<file path="config.mk">
export PLATFORM = sky130hd
export DESIGN_NAME = rca40_mp_seq
export DESIGN_NICKNAME = d
export VERILOG_FILES = /design/src/rtl/rca40_mp_seq.sv
export SDC_FILE = /design/constraint.sdc
export NUM_CORES = 1
export LEC_CHECK = 0
export CAP_MARGIN = 20
export CORE_ASPECT_RATIO = 1.75
export CORE_UTILIZATION = 36
export DETAILED_ROUTE_END_ITERATION = 16
export GPL_ROUTABILITY_DRIVEN = 0
export PLACE_DENSITY = 0.65
export SETUP_SLACK_MARGIN = 0.02
export SLEW_MARGIN = 20
export SYNTH_ARGS = -nofsm -noshare
export SYNTH_HDL_FRONTEND = slang
export SYNTH_HIERARCHICAL = 1
export SYNTH_SLANG_ARGS = --single-unit
</file>
<file path="constraint.sdc">
create_clock -name clk -period 19.9 [get_ports clk]
set_input_delay 1.99 -clock clk [delete_from_list [all_inputs] [get_ports clk]]
set_output_delay 1.99 -clock clk [all_outputs]
set_load 0.03 [all_outputs]
</file>
<file path="src/rtl/rca40_mp_seq.sv">
// Multi-word adder: one shared 40-bit ripple-carry adder walks WORDS operand words LSW first.
// Optional macro MP_SUB_EN makes in_sub request A-B (capture ~B, carry-in 1).

module rca40 (
    input  logic [39:0] a,
    input  logic [39:0] b,
    input  logic        cin,
    output logic [39:0] s,
    output logic        cout
);
    logic c;

    always_comb begin
        c = cin;
        s = '0;
        for (int i = 0; i < 40; i++) begin
            s[i] = a[i] ^ b[i] ^ c;
            c    = (a[i] & b[i]) | (c & (a[i] ^ b[i]));
        end
        cout = c;
    end
endmodule

module rca40_mp_seq #(
    parameter int WORDS = 4
) (
    input  logic                clk,
    input  logic                rst,
    input  logic                in_valid,
    output logic                in_ready,
    input  logic [40*WORDS-1:0] in_a,
    input  logic [40*WORDS-1:0] in_b,
    input  logic                in_cin,
    input  logic                in_sub,
    output logic                out_valid,
    input  logic                out_ready,
    output logic [40*WORDS-1:0] out_sum,
    output logic                out_cout,
    output logic                busy
);
    localparam int W  = 40 * WORDS;
    localparam int IW = (WORDS > 1) ? $clog2(WORDS) : 1;

    typedef enum logic [1:0] {IDLE, RUN, DONE} state_t;

    state_t          state_reg, state_next;
    logic [W-1:0]    opa_reg, opb_reg, sum_reg;
    logic [IW-1:0]   idx_reg;
    logic            carry_reg, cout_reg;
    logic [39:0]     a_words [WORDS];
    logic [39:0]     b_words [WORDS];
    logic [39:0]     a_sel, b_sel, rca_s;
    logic            rca_cout, last_word;
    logic [W-1:0]    opb_capture;
    logic            carry_capture;

    generate
        for (genvar gi = 0; gi < WORDS; gi++) begin : g_word
            assign a_words[gi] = opa_reg[40*gi +: 40];
            assign b_words[gi] = opb_reg[40*gi +: 40];
        end
    endgenerate

    always_comb begin
        a_sel = '0;
        b_sel = '0;
        for (int i = 0; i < WORDS; i++) begin
            if (idx_reg == IW'(i)) begin
                a_sel = a_words[i];
                b_sel = b_words[i];
            end
        end
    end

    rca40 u_rca (
        .a    (a_sel),
        .b    (b_sel),
        .cin  (carry_reg),
        .s    (rca_s),
        .cout (rca_cout)
    );

    assign last_word = (idx_reg == IW'(WORDS - 1));

`ifdef MP_SUB_EN
    // Subtraction as A + ~B + 1; in_cin has no meaning for a subtract.
    assign opb_capture   = in_sub ? ~in_b : in_b;
    assign carry_capture = in_sub ? 1'b1 : in_cin;
`else
    logic unused_sub;
    assign unused_sub    = in_sub;
    assign opb_capture   = in_b;
    assign carry_capture = in_cin;
`endif

    always_ff @(posedge clk) begin
        if (rst) state_reg <= IDLE;
        else     state_reg <= state_next;
    end

    always_comb begin
        state_next = state_reg;
        case (state_reg)
            IDLE:    if (in_valid)  state_next = RUN;
            RUN:     if (last_word) state_next = DONE;
            DONE:    if (out_ready) state_next = IDLE;
            default: state_next = IDLE;
        endcase
    end

    always_ff @(posedge clk) begin
        if (rst) begin
            opa_reg   <= '0;
            opb_reg   <= '0;
            sum_reg   <= '0;
            idx_reg   <= '0;
            carry_reg <= 1'b0;
            cout_reg  <= 1'b0;
        end else begin
            case (state_reg)
                IDLE: begin
                    if (in_valid) begin
                        opa_reg   <= in_a;
                        opb_reg   <= opb_capture;
                        carry_reg <= carry_capture;
                        idx_reg   <= '0;
                    end
                end
                RUN: begin
                    for (int i = 0; i < WORDS; i++) begin
                        if (idx_reg == IW'(i)) sum_reg[40*i +: 40] <= rca_s;
                    end
                    carry_reg <= rca_cout;
                    idx_reg   <= idx_reg + 1'b1;
                    if (last_word) cout_reg <= rca_cout;
                end
                default: ;
            endcase
        end
    end

    assign in_ready  = (state_reg == IDLE);
    assign out_valid = (state_reg == DONE);
    assign busy      = (state_reg == RUN) || (state_reg == DONE);
    assign out_sum   = sum_reg;
    assign out_cout  = cout_reg;
endmodule

</file>
==> results of run 1 <==
cell usage after synthesis, types with 8 or more instances:
cell      number  share of area, %
a21oi_1      642                16
a22o_1        80               3.4
buf_1         16              0.29
buf_2         89               2.2
buf_6         34               1.9
clkbuf_1      85               1.5
dfxtp_1      486                47
fa_1          40               3.9
ha_1           8              0.49
inv_1         94               1.7
nand2_1     1049                19
o21ai_0       80               1.9
cells by family after synthesis:
| kind of cell | Yosys count | share of synthesized area (%) |
|---|---|---|
| flops | 486 | 47.18 |
| compound gates | 807 | 21.13 |
| buf+inv | 320 | 7.639 |
| mux | 1 | 0.04854 |
| simple gates | 1067 | 19.59 |
| fa+ha+maj | 48 | 4.369 |
| xor+xnor | 1 | 0.04248 |
metal layers:
metal,wire (um),GRT usage (%)
met1,28130,28.40
met4,5136,17.61
met3,4170,2.951
met2,37540,43.58
met5,13,0
power groups by stage:
stage | clock (W) | sequential (W) | combinational [W]
CTS | 0.000911 | 0.00116 | 0.000992
detailed placement | 0 | 0.00119 | 0.000990
finish | 0.000892 | 0.00117 | 0.000983
global route | 0.000946 | 0.00118 | 0.00107
global placement | 0 | 0.00118 | 0.000977
floorplan | 0 | 0.00121 | 0.000607
final cells by class:
| class | instances | share of cell area (%) |
|---|---|---|
| timing repair buffer | 506 | 18.73 |
| antenna | 11 | 0.1019 |
| multi-input combinational | 1924 | 34.71 |
| sequential | 486 | 36.00 |
| clock inverter | 23 | 0.8519 |
| clock buffer | 59 | 4.778 |
| tap | 760 | 3.519 |
| inverter | 94 | 1.306 |
cell usage in the layout (no fill, tap or decap), drive strengths merged:
| master | count |
|---|---|
| nand4 | 2 |
| diode | 11 |
| ha | 8 |
| dfxtp | 486 |
| fa | 40 |
| o21ai | 80 |
| mux2i | 1 |
| o31ai | 2 |
| inv | 96 |
| a21oi | 642 |
| a2111oi | 1 |
| a22o | 80 |
| clkbuf | 59 |
| o211a | 1 |
| clkinvlp | 7 |
| nand2 | 1049 |
| nor2b | 2 |
| nor2 | 4 |
| xnor2 | 1 |
| clkdlybuf4s50 | 487 |
| clkinv | 11 |
| and2 | 5 |
| bufinv | 3 |
| a32oi | 1 |
| buf | 19 |
| nand2b | 4 |
| and3 | 1 |
worst min-delay path by stage:
stage	start	to
after floorplan	opa_reg[100]	opa_reg[100]
after global placement	out_sum[14]	out_sum[14]
after detailed placement	opa_reg[34]	opa_reg[34]
after CTS	out_sum[143]	out_sum[143]
after global routing	out_sum[112]	out_sum[112]
final	opb_reg[91]	opb_reg[91]
per-stage QoR:
stage          util (%)  power [W]  std cells  instance area (sq um)
2_1_floorplan         -   0.001814       2730                  20620
3_3_place_gp      45.17   0.002157       3770                  25480
3_5_place_dp      45.17   0.002176       3770                  25480
4_1_cts           47.86   0.003068       3852                  27000
5_1_grt           47.91   0.003196       3863                  27020
6_report          47.91   0.003041       3863                  27020
worst max-delay path, delay by kind of cell, from the launching register on:
family / cells / cell delay, ps
AND/OR/NAND/NOR: 1 / 60
buffers and inverters: 4 / 350
adder cells (fa/ha/maj): 41 / 16650
AO/OA/AOI/OAI: 3 / 620
flip-flops: 1 / 530
==> flow_summary.toml, run 1 <==
[final_layout]
multi_input_area_sq_um = 9380
final_layout_size_suffix_gt1_share_pct = 3.364
register_area_sq_um = 9729
area_growth_pct = 31.05
final_nets = 3432
fill_cells = 5571

[synthesis]
ys_ff_latch = 486
yosysWarnings = 6
synth_nets = 3104
yosysSeqAreaShare_pct = 47.18
syn_avg_cell_area_sq_um = 7.553
synth-main-ff-cell = "dfxtp_1"
syn_inst = 2730
netlist_area_sq_um = 20620
ys_types = 25
async_flop_share_pct = 0
synth_edf_count = 0

[timing]
report.final.slew_viol_count = 0
max_freq_mhz = 54.60
hold_violations = 0
worst_pin_slew_ps = 1175
fin_crit_sh_pct = 92.03
whs_ps = 453.2
setup_ws_ps = 1585
fin_crit_ps = 18310
setup_tns_ps = 0
fin_skew_ps = 20.83
rsz0062_at_grt = "no"
finalSetupViolations = 0
maxSlewHeadroom_pct = 21.69

[critical_path]
timing.rr.end = "out_sum[39]"
start_kind = "flop"
rrSetupSlack_ps = 1590
crit_end = "out_sum[39]"
end_kind = "flop"
worstSetupPathType = "reg -> reg"
startpoint = "idx_reg[0]"
crit_path_top_delay_cell = "ha_4"
crit_top_cell = "fa_1"
worstRegToRegCells = 49
cp_slowest_stage_delay_ps = 800
r2r-start = "idx_reg[0]"
cp.arrival_ps = 18800
required_ps = 20390
worstPathMaxFanout = 89

[clock_tree]
cts_resized = 0
clkSinkCount = 486
hold_buffers = 0
cts_setup_buffers = 0
cts_buffer_depth = 3
cts_buffers = 46
cts-htree-levels = 2
clk_latency_ps = 570
cts_tree = "done"
cts-root-buf = "clkbuf_16"
clk_pin_slew_ps = 60

[routing]
drt_iter0_drc = 1392
wl_mm = 74.99
ant_nets = 0
vias = 19690
avgViaCountPerCell = 5.096
dr.pass1.iters = 5
post-route-drc-count = 0
wl_per_cell_um = 19.41

[power]
power_density_nw_per_um2 = 112.5
p_int_w = 0.001922
comb_power_share_pct = 32.3
ir_worst_vdd_uv = 69.95
p_clk_share_pct = 29.3
p_sw_w = 0.001119
netSwitchingFraction_pct = 36.80
seq_power_share_pct = 38.3
leakage_nw = 9.586

[floorplan]
die_h_um = 318.6
core_area_sq_um = 56400
initial_core_util_pct = 36.56
dieArea_sq_um = 58280
io_pins = 490
die_w_um = 182.9
rows = 115

[placement]
place_ws_ps = 1592
hpwlAfterDp_mm = 53.96
io_buffers = 488

[global_route]
grt_start_max_net_pins = 249
grt_pass1_vias = 18980
grt_usage_pct = 25.12
grt_antenna_before_repair = 12
grt_overflow = 0
grt_pass1_wl_mm = 111.3

[worst_hold_path]
hp-class = "reg -> reg"
whs_path_depth = 2

[job]
cap_violations = 0

[outcome]
outcome = "complete, no violations"
Power figures use the tool's default switching activity.
==> run 2: changes to the inputs <==
--- a/config.mk
+++ b/config.mk
@@ -12,7 +12,6 @@
 export GPL_ROUTABILITY_DRIVEN = 0
 export PLACE_DENSITY = 0.65
 export SETUP_SLACK_MARGIN = 0.02
-export SLEW_MARGIN = 20
 export SYNTH_ARGS = -nofsm -noshare
 export SYNTH_HDL_FRONTEND = slang
 export SYNTH_HIERARCHICAL = 1
==> results of run 2 <==
The final DEF is identical to that of run 1; final timing and power are the same.
